===== src/rtl/cordic_pipe_arbiter_if.sv =====
// Request, core-side and response bundle for cordic_pipe_arbiter.
// The arbiter uses the slave view; the surrounding environment uses the master view.
interface cordic_pipe_arbiter_if #(
  parameter int unsigned WIDTH = 16
);
  // Requester 0
  logic             req0_valid;
  logic             req0_ready;
  logic [WIDTH-1:0] req0_x;
  logic [WIDTH-1:0] req0_y;
  logic [WIDTH-1:0] req0_z;
  logic             req0_mode;
  // Requester 1
  logic             req1_valid;
  logic             req1_ready;
  logic [WIDTH-1:0] req1_x;
  logic [WIDTH-1:0] req1_y;
  logic [WIDTH-1:0] req1_z;
  logic             req1_mode;
  // Shared CORDIC core
  logic             c_valid_in;
  logic [WIDTH-1:0] c_x;
  logic [WIDTH-1:0] c_y;
  logic [WIDTH-1:0] c_z;
  logic             c_mode;
  logic             c_valid_out;
  logic [WIDTH-1:0] c_cos;
  logic [WIDTH-1:0] c_sin;
  // Tagged result
  logic             rsp_valid;
  logic             rsp_id;
  logic [WIDTH-1:0] rsp_cos;
  logic [WIDTH-1:0] rsp_sin;

  modport slave (
    input  req0_valid, req0_x, req0_y, req0_z, req0_mode,
    input  req1_valid, req1_x, req1_y, req1_z, req1_mode,
    input  c_valid_out, c_cos, c_sin,
    output req0_ready, req1_ready,
    output c_valid_in, c_x, c_y, c_z, c_mode,
    output rsp_valid, rsp_id, rsp_cos, rsp_sin
  );

  modport master (
    output req0_valid, req0_x, req0_y, req0_z, req0_mode,
    output req1_valid, req1_x, req1_y, req1_z, req1_mode,
    output c_valid_out, c_cos, c_sin,
    input  req0_ready, req1_ready,
    input  c_valid_in, c_x, c_y, c_z, c_mode,
    input  rsp_valid, rsp_id, rsp_cos, rsp_sin
  );
endinterface


===== src/rtl/cordic_pipe_arbiter.sv =====
// Round-robin sharing of one fixed-latency CORDIC pipeline between two requesters,
// with a shadow tag pipe that routes results back and flags core valid misalignment.
module cordic_pipe_arbiter #(
  parameter  int unsigned NUM_STAGES = 12,
  parameter  int unsigned WIDTH      = 16,
  localparam int unsigned CNT_W      = $clog2(NUM_STAGES + 2) + 1
) (
  input  logic                 clk,
  input  logic                 rst_n,
  input  logic                 en,
  cordic_pipe_arbiter_if.slave bus,
  output logic [CNT_W-1:0]     inflight,
  output logic                 seq_err
);

  // Arbitration state: last requester that was accepted
  logic last_grant_q, last_grant_d;

  // Issue registers toward the core
  logic             c_valid_q, c_valid_d;
  logic             c_id_q,    c_id_d;
  logic [WIDTH-1:0] c_x_q,     c_x_d;
  logic [WIDTH-1:0] c_y_q,     c_y_d;
  logic [WIDTH-1:0] c_z_q,     c_z_d;
  logic             c_mode_q,  c_mode_d;

  // Shadow tag pipe, tail aligned with the core's valid_out
  logic [NUM_STAGES-1:0] tag_v_q,  tag_v_d;
  logic [NUM_STAGES-1:0] tag_id_q, tag_id_d;

  // Response and bookkeeping registers
  logic             rsp_valid_q, rsp_valid_d;
  logic             rsp_id_q,    rsp_id_d;
  logic [WIDTH-1:0] rsp_cos_q,   rsp_cos_d;
  logic [WIDTH-1:0] rsp_sin_q,   rsp_sin_d;
  logic [CNT_W-1:0] inflight_q,  inflight_d;
  logic             seq_err_q,   seq_err_d;

  logic gnt0_c, gnt1_c, accept_c, accept_id_c;
  logic tail_v_c, tail_id_c, rsp_fire_c, mismatch_c;

  // Round-robin grant; a tie goes to the requester that did not win last
  always_comb begin
    gnt0_c = 1'b0;
    gnt1_c = 1'b0;
    if (en) begin
      if (bus.req0_valid && bus.req1_valid) begin
        gnt0_c = last_grant_q;
        gnt1_c = !last_grant_q;
      end else begin
        gnt0_c = bus.req0_valid;
        gnt1_c = bus.req1_valid;
      end
    end
  end

  assign accept_c    = gnt0_c | gnt1_c;
  assign accept_id_c = gnt1_c;

  assign bus.req0_ready = gnt0_c;
  assign bus.req1_ready = gnt1_c;

  // Operand capture; operands hold when nothing is issued
  always_comb begin
    last_grant_d = last_grant_q;
    c_valid_d    = accept_c;
    c_id_d       = c_id_q;
    c_x_d        = c_x_q;
    c_y_d        = c_y_q;
    c_z_d        = c_z_q;
    c_mode_d     = c_mode_q;
    if (accept_c) begin
      last_grant_d = accept_id_c;
      c_id_d       = accept_id_c;
      if (accept_id_c) begin
        c_x_d    = bus.req1_x;
        c_y_d    = bus.req1_y;
        c_z_d    = bus.req1_z;
        c_mode_d = bus.req1_mode;
      end else begin
        c_x_d    = bus.req0_x;
        c_y_d    = bus.req0_y;
        c_z_d    = bus.req0_z;
        c_mode_d = bus.req0_mode;
      end
    end
  end

  assign tail_v_c   = tag_v_q[NUM_STAGES-1];
  assign tail_id_c  = tag_id_q[NUM_STAGES-1];
  assign rsp_fire_c = tail_v_c & bus.c_valid_out;
  assign mismatch_c = tail_v_c ^ bus.c_valid_out;

  // Tag shift, response capture, error flag and occupancy tracking
  always_comb begin
    tag_v_d     = {tag_v_q[NUM_STAGES-2:0],  c_valid_q};
    tag_id_d    = {tag_id_q[NUM_STAGES-2:0], c_id_q};
    rsp_valid_d = rsp_fire_c;
    rsp_id_d    = rsp_id_q;
    rsp_cos_d   = rsp_cos_q;
    rsp_sin_d   = rsp_sin_q;
    seq_err_d   = seq_err_q | mismatch_c;
    inflight_d  = inflight_q;
    if (rsp_fire_c) begin
      rsp_id_d  = tail_id_c;
      rsp_cos_d = bus.c_cos;
      rsp_sin_d = bus.c_sin;
    end
    // A valid tail retires the op whether it returns or is dropped
    unique case ({accept_c, tail_v_c})
      2'b10:   inflight_d = inflight_q + CNT_W'(1);
      2'b01:   inflight_d = inflight_q - CNT_W'(1);
      default: inflight_d = inflight_q;
    endcase
  end

  // State registers
  always_ff @(posedge clk or negedge rst_n) begin
    if (!rst_n) begin
      last_grant_q <= 1'b1;
      c_valid_q    <= 1'b0;
      c_id_q       <= 1'b0;
      c_x_q        <= '0;
      c_y_q        <= '0;
      c_z_q        <= '0;
      c_mode_q     <= 1'b0;
      tag_v_q      <= '0;
      tag_id_q     <= '0;
      rsp_valid_q  <= 1'b0;
      rsp_id_q     <= 1'b0;
      rsp_cos_q    <= '0;
      rsp_sin_q    <= '0;
      inflight_q   <= '0;
      seq_err_q    <= 1'b0;
    end else begin
      last_grant_q <= last_grant_d;
      c_valid_q    <= c_valid_d;
      c_id_q       <= c_id_d;
      c_x_q        <= c_x_d;
      c_y_q        <= c_y_d;
      c_z_q        <= c_z_d;
      c_mode_q     <= c_mode_d;
      tag_v_q      <= tag_v_d;
      tag_id_q     <= tag_id_d;
      rsp_valid_q  <= rsp_valid_d;
      rsp_id_q     <= rsp_id_d;
      rsp_cos_q    <= rsp_cos_d;
      rsp_sin_q    <= rsp_sin_d;
      inflight_q   <= inflight_d;
      seq_err_q    <= seq_err_d;
    end
  end

  assign bus.c_valid_in = c_valid_q;
  assign bus.c_x        = c_x_q;
  assign bus.c_y        = c_y_q;
  assign bus.c_z        = c_z_q;
  assign bus.c_mode     = c_mode_q;
  assign bus.rsp_valid  = rsp_valid_q;
  assign bus.rsp_id     = rsp_id_q;
  assign bus.rsp_cos    = rsp_cos_q;
  assign bus.rsp_sin    = rsp_sin_q;
  assign inflight       = inflight_q;
  assign seq_err        = seq_err_q;

endmodule


===== src/flat_wrapper.sv =====
// flat-port wrapper written by rule: the top's interface ports become plain ports
module cordic_pipe_arbiter_flat 
#(
  parameter  int unsigned NUM_STAGES = 12,
  parameter  int unsigned WIDTH      = 16,
  localparam int unsigned CNT_W      = $clog2(NUM_STAGES + 2) + 1
)
  (clk, rst_n, en, inflight, seq_err, bus_req0_valid, bus_req0_x, bus_req0_y, bus_req0_z, bus_req0_mode, bus_req1_valid, bus_req1_x, bus_req1_y, bus_req1_z, bus_req1_mode, bus_c_valid_out, bus_c_cos, bus_c_sin, bus_req0_ready, bus_req1_ready, bus_c_valid_in, bus_c_x, bus_c_y, bus_c_z, bus_c_mode, bus_rsp_valid, bus_rsp_id, bus_rsp_cos, bus_rsp_sin);
  cordic_pipe_arbiter_if #(.WIDTH(WIDTH)) bus_i ();
  input  logic clk;
  input  logic rst_n;
  input  logic en;
  output logic [CNT_W-1:0] inflight;
  output logic seq_err;
  input wire logic [$bits(bus_i.req0_valid)-1:0] bus_req0_valid;
  input wire logic [$bits(bus_i.req0_x)-1:0] bus_req0_x;
  input wire logic [$bits(bus_i.req0_y)-1:0] bus_req0_y;
  input wire logic [$bits(bus_i.req0_z)-1:0] bus_req0_z;
  input wire logic [$bits(bus_i.req0_mode)-1:0] bus_req0_mode;
  input wire logic [$bits(bus_i.req1_valid)-1:0] bus_req1_valid;
  input wire logic [$bits(bus_i.req1_x)-1:0] bus_req1_x;
  input wire logic [$bits(bus_i.req1_y)-1:0] bus_req1_y;
  input wire logic [$bits(bus_i.req1_z)-1:0] bus_req1_z;
  input wire logic [$bits(bus_i.req1_mode)-1:0] bus_req1_mode;
  input wire logic [$bits(bus_i.c_valid_out)-1:0] bus_c_valid_out;
  input wire logic [$bits(bus_i.c_cos)-1:0] bus_c_cos;
  input wire logic [$bits(bus_i.c_sin)-1:0] bus_c_sin;
  output wire logic [$bits(bus_i.req0_ready)-1:0] bus_req0_ready;
  output wire logic [$bits(bus_i.req1_ready)-1:0] bus_req1_ready;
  output wire logic [$bits(bus_i.c_valid_in)-1:0] bus_c_valid_in;
  output wire logic [$bits(bus_i.c_x)-1:0] bus_c_x;
  output wire logic [$bits(bus_i.c_y)-1:0] bus_c_y;
  output wire logic [$bits(bus_i.c_z)-1:0] bus_c_z;
  output wire logic [$bits(bus_i.c_mode)-1:0] bus_c_mode;
  output wire logic [$bits(bus_i.rsp_valid)-1:0] bus_rsp_valid;
  output wire logic [$bits(bus_i.rsp_id)-1:0] bus_rsp_id;
  output wire logic [$bits(bus_i.rsp_cos)-1:0] bus_rsp_cos;
  output wire logic [$bits(bus_i.rsp_sin)-1:0] bus_rsp_sin;
  assign bus_i.req0_valid = bus_req0_valid;
  assign bus_i.req0_x = bus_req0_x;
  assign bus_i.req0_y = bus_req0_y;
  assign bus_i.req0_z = bus_req0_z;
  assign bus_i.req0_mode = bus_req0_mode;
  assign bus_i.req1_valid = bus_req1_valid;
  assign bus_i.req1_x = bus_req1_x;
  assign bus_i.req1_y = bus_req1_y;
  assign bus_i.req1_z = bus_req1_z;
  assign bus_i.req1_mode = bus_req1_mode;
  assign bus_i.c_valid_out = bus_c_valid_out;
  assign bus_i.c_cos = bus_c_cos;
  assign bus_i.c_sin = bus_c_sin;
  assign bus_req0_ready = bus_i.req0_ready;
  assign bus_req1_ready = bus_i.req1_ready;
  assign bus_c_valid_in = bus_i.c_valid_in;
  assign bus_c_x = bus_i.c_x;
  assign bus_c_y = bus_i.c_y;
  assign bus_c_z = bus_i.c_z;
  assign bus_c_mode = bus_i.c_mode;
  assign bus_rsp_valid = bus_i.rsp_valid;
  assign bus_rsp_id = bus_i.rsp_id;
  assign bus_rsp_cos = bus_i.rsp_cos;
  assign bus_rsp_sin = bus_i.rsp_sin;
  cordic_pipe_arbiter #(.NUM_STAGES(NUM_STAGES), .WIDTH(WIDTH)) u_core (.clk(clk), .rst_n(rst_n), .en(en), .bus(bus_i), .inflight(inflight), .seq_err(seq_err));
endmodule

===== config.mk =====
export PLATFORM = sky130hd
export DESIGN_NAME = cordic_pipe_arbiter_flat
export DESIGN_NICKNAME = d
export VERILOG_FILES = /design/src/rtl/cordic_pipe_arbiter_if.sv /design/src/rtl/cordic_pipe_arbiter.sv /design/src/flat_wrapper.sv
export SDC_FILE = /design/constraint.sdc
export NUM_CORES = 1
export LEC_CHECK = 0
export CORE_MARGIN = 5
export CORE_UTILIZATION = 44
export DETAILED_ROUTE_END_ITERATION = 10
export PLACE_DENSITY = 0.86
export SLEW_MARGIN = 40
export SYNTH_ARGS = -nofsm -noshare
export SYNTH_HDL_FRONTEND = slang
export SYNTH_SLANG_ARGS = --single-unit

===== constraint.sdc =====
create_clock -name clk -period 6.05 [get_ports clk]
set_clock_uncertainty 0.1 [all_clocks]
set_input_delay 0.605 -clock clk [delete_from_list [all_inputs] [get_ports clk]]
set_output_delay 0.605 -clock clk [all_outputs]
set_load 0.01 [all_outputs]

==> metrics.md <==
| Metric | Value |
|---|---|
| Outcome | `finished clean` |
| Final worst slack | `about 3.0 ns` |
| Syn Nets | `504` |
| Final ANT Viol Nets | `0` |
| Min-delay worst type | `reg2reg` |
| Layout cell share with drive strength beyond 1 | `12.4%` |
| Critical Path, Cell by Cell | `clkdlybuf4s50_1 -> nand3_4 -> inv_1 -> clkdlybuf4s50_1` |
| Die area | `12700 um2` |
| Final TNS setup | `0 ns` |
| Critical Path Source | `en` |
| Util after Layout | `73.9%` |
| Critical path buffers and inverters | `3` |
| Area delta synth->final | `64.1%` |
| Worst-path clk slew | `0.05 ns` |
| Wire length per cell | `16.5 um` |
| N_diodes | `0` |
| Grt total ovfl | `0` |
| Syn Inst Count | `362` |
| PostCTS Resize Cnt | `0` |
| Area share of the largest cell type after synthesis | `61.9%` |
| Primary FF master, synth | `dfrtp_1` |
| # setup viols final | `0` |
| IO Count | `228` |
| H-tree depth | `4` |
| F_max | `333 MHz` |
| CP endpoint kind | `primary output` |
| Fin. Hold Viols | `0` |
| Die Y | `113 um` |
| Ys async rst share | `100%` |
| Placer congestion estimate | `0.795` |
| Wirelength, routed | `around 12000 um` |
| Clock Path Buffers | `2` |
| P_leak | `3.47 nW` |
| WP data required | `5.34 ns` |
| Synth cell types | `32` |
| Crit Path Category | `in2out` |
| Antenna violations before repair | `0` |
| Avg Cell Area, Syn | `~13 um2` |
| Worst path top cell family by delay | `buffers and inverters` |
| Most area-consuming cells after synthesis | `dfrtp_1 62%, mux2i_1 11%, mux2_2 8.0%, o21ai_1 5.2%, nand2_1 4.4%` |
| Worst Setup Start Kind | `input port` |
| Seq/Total Area, Yosys | `62.5%` |
| Iter 0 DRT Violations | `between 70 and 80` |
| Hold_sp | `u_core.tag_id_q[6]` |
| Sink Count | `116` |
| Most frequent cell on the critical path | `clkdlybuf4s50_1` |
| Reg2reg start | `u_core.tag_v_q[11]` |
| Root buffer cell | `clkbuf_8` |
| Post-synth EDFFs | `0` |
| Worst Max-Slew Pin Slew | `0.657 ns` |
| Flops & latches, synth | `116` |
| Total track usage | `19.3%` |
| Yosys Warn Count | `0` |
| Final worst path period need | `3.01 ns` |
| RSZ-0062 raised after global routing | `false` |
| DRC viols | `0` |
| Cell Area, Synth | `4650 um2` |
| Initial Utilization | `45.0%` |
| Worst Path Arrival | `roughly 2.3 ns` |
| Relative slew margins | `56.2%` |
| MaxCap Viol Count | `0` |
| Critical path's slowest cell | `clkdlybuf4s50_1` |
| First-pass GRT wire length | `~19000 um` |
| Period utilization | `49.7%` |
| Vias in the first global route | `3835` |
| CTS buffer count | `17` |
| Core ar. | `roughly 10000 um2` |
| Top cell type by total area after synthesis | `dfrtp_1` |
| Pins Over Slew Limit | `0` |
| Worst IR Drop VDD | `between 0.00015 and 0.0002 V` |
| Worst-skew pair later-pin latency | `0.49 ns` |
| NumNets Final | `733` |
| CTS tree | `built` |
| DR pass1 iterations | `4` |
| Row cnt | `37` |
| Vias/cell | `approximately 4.9` |
| Place WS | `between 2 and 3 ns` |
| Largest net degree at the start of global routing | `101` |
| Post-DP HPWL | `9070 um` |
| Power Dens Cells | `336 nW/um2` |
| Port buffer count | `227` |
| DR vias | `3605` |
| Die width | `113 um` |
| Crit path largest cell delay | `approximately 0.6 ns` |
| Worst-path maximum fanout | `24` |
synth_stat cells, types with 2 or more instances:
cell type and count:
nand2_1 55, o21ai_0 6, a21oi_1 2, inv_1 6
xor2_1 2, buf_6 6, clkbuf_1 5, o21ai_1 48
mux2i_1 50, buf_2 10, dfrtp_1 115, ha_1 5
mux2_2 33
flip-flops by register name, summed over array words and instances, names as in the netlist:
name and count:
u_core.bus.rsp_id 1, u_core.bus.c_mode 1, u_core.bus.c_z 16, u_core.seq_err 1
u_core.bus.c_x 16, u_core.tag_v_q 12, u_core.inflight 5, u_core.bus.rsp_valid 1
u_core.bus.rsp_sin 16, u_core.c_id_q 1, u_core.bus.rsp_cos 16, u_core.tag_id_q 12
u_core.bus.c_y 16, u_core.last_grant_q 1, u_core.bus.c_valid_in 1
worst paths after layout:
kind	depth (start not counted)	slack [ns]	endpoint
hold / removal	0	0.24	u_core.tag_id_q[7]
setup reg to reg	6	3.89	u_core.inflight[4]
min in group asynchronous	2	0.53	u_core.bus.rsp_sin[4]
max in group asynchronous	3	4.30	u_core.bus.c_z[6]
hold reg to reg	0	0.24	u_core.tag_id_q[7]
setup / recovery	4	3.04	bus_req1_ready
layer usage:
layer  track usage [%]  up-vias  wire [um]
met5                 0        -          0
met4              4.81        0        138
met3              8.45       14       1310
met2              33.6      177       6140
met1              21.8     1705       4610
li1                  -     1709          -
layout by cell type (no fill, tap or decap), types with 2 or more instances in the layout:
cell             count
buf_4                2
clkdlybuf4s50_1    226
mux2i_1             50
dfrtp_1            115
mux2_2              33
clkinv_2             3
clkinv_4             2
o21ai_0              6
clkbuf_8             3
clkbuf_16           16
xor2_1               2
nand2_1             55
buf_6                2
bufinv_16            3
o21ai_1             47
inv_1                6
clkinvlp_4           3
ha_1                 5
a21oi_1              2
logic make-up (layout without fill, tap and decap cells):
family | Yosys count | in the layout | synth area share [%]
AOI/OAI and AO/OA | 61 | 61 | 6.87
xor gates and xnor gates | 3 | 3 | 0.566
adders and majority gates | 6 | 6 | 1.78
buffers and inverters | 29 | 271 | 3.66
DFF | 116 | 116 | 62.5
muxes | 83 | 83 | 18.8
and+or+nand+nor | 64 | 64 | 5.84
what timing repair did:
item,CTS,global route
setup buffers,0,0
hold buffers,1,0
endpoints found under the hold margin,38,0
power breakdown:
group          switching (mW)  internal (mW)  total [mW]
sequential             0.0668          0.897       0.963
clock                   0.346          0.649       0.995
combinational           0.245          0.359       0.604
final cells by class:
type / count / area, um2
well taps: 136 / 170
repair buffers: 232 / 2330
inverters: 7 / 26.3
flip-flops and latches: 116 / 2900
fillers: 701 / 2700
clock inverters: 12 / 154
multi-input cells: 217 / 1600
clock buffers: 20 / 445
stage by stage:
step           std cells  power, mW  hold slack [ns]  cell area, um2
2_1_floorplan        362       1.22            0.209            4650
3_3_place_gp         706       1.56            0.235            6990
3_5_place_dp         706       1.58            0.236            6990
4_1_cts              739       2.59            0.250            7600
5_1_grt              740       2.69            0.252            7620
6_report             740       2.56            0.245            7620
Power figures use the tool's default switching activity.
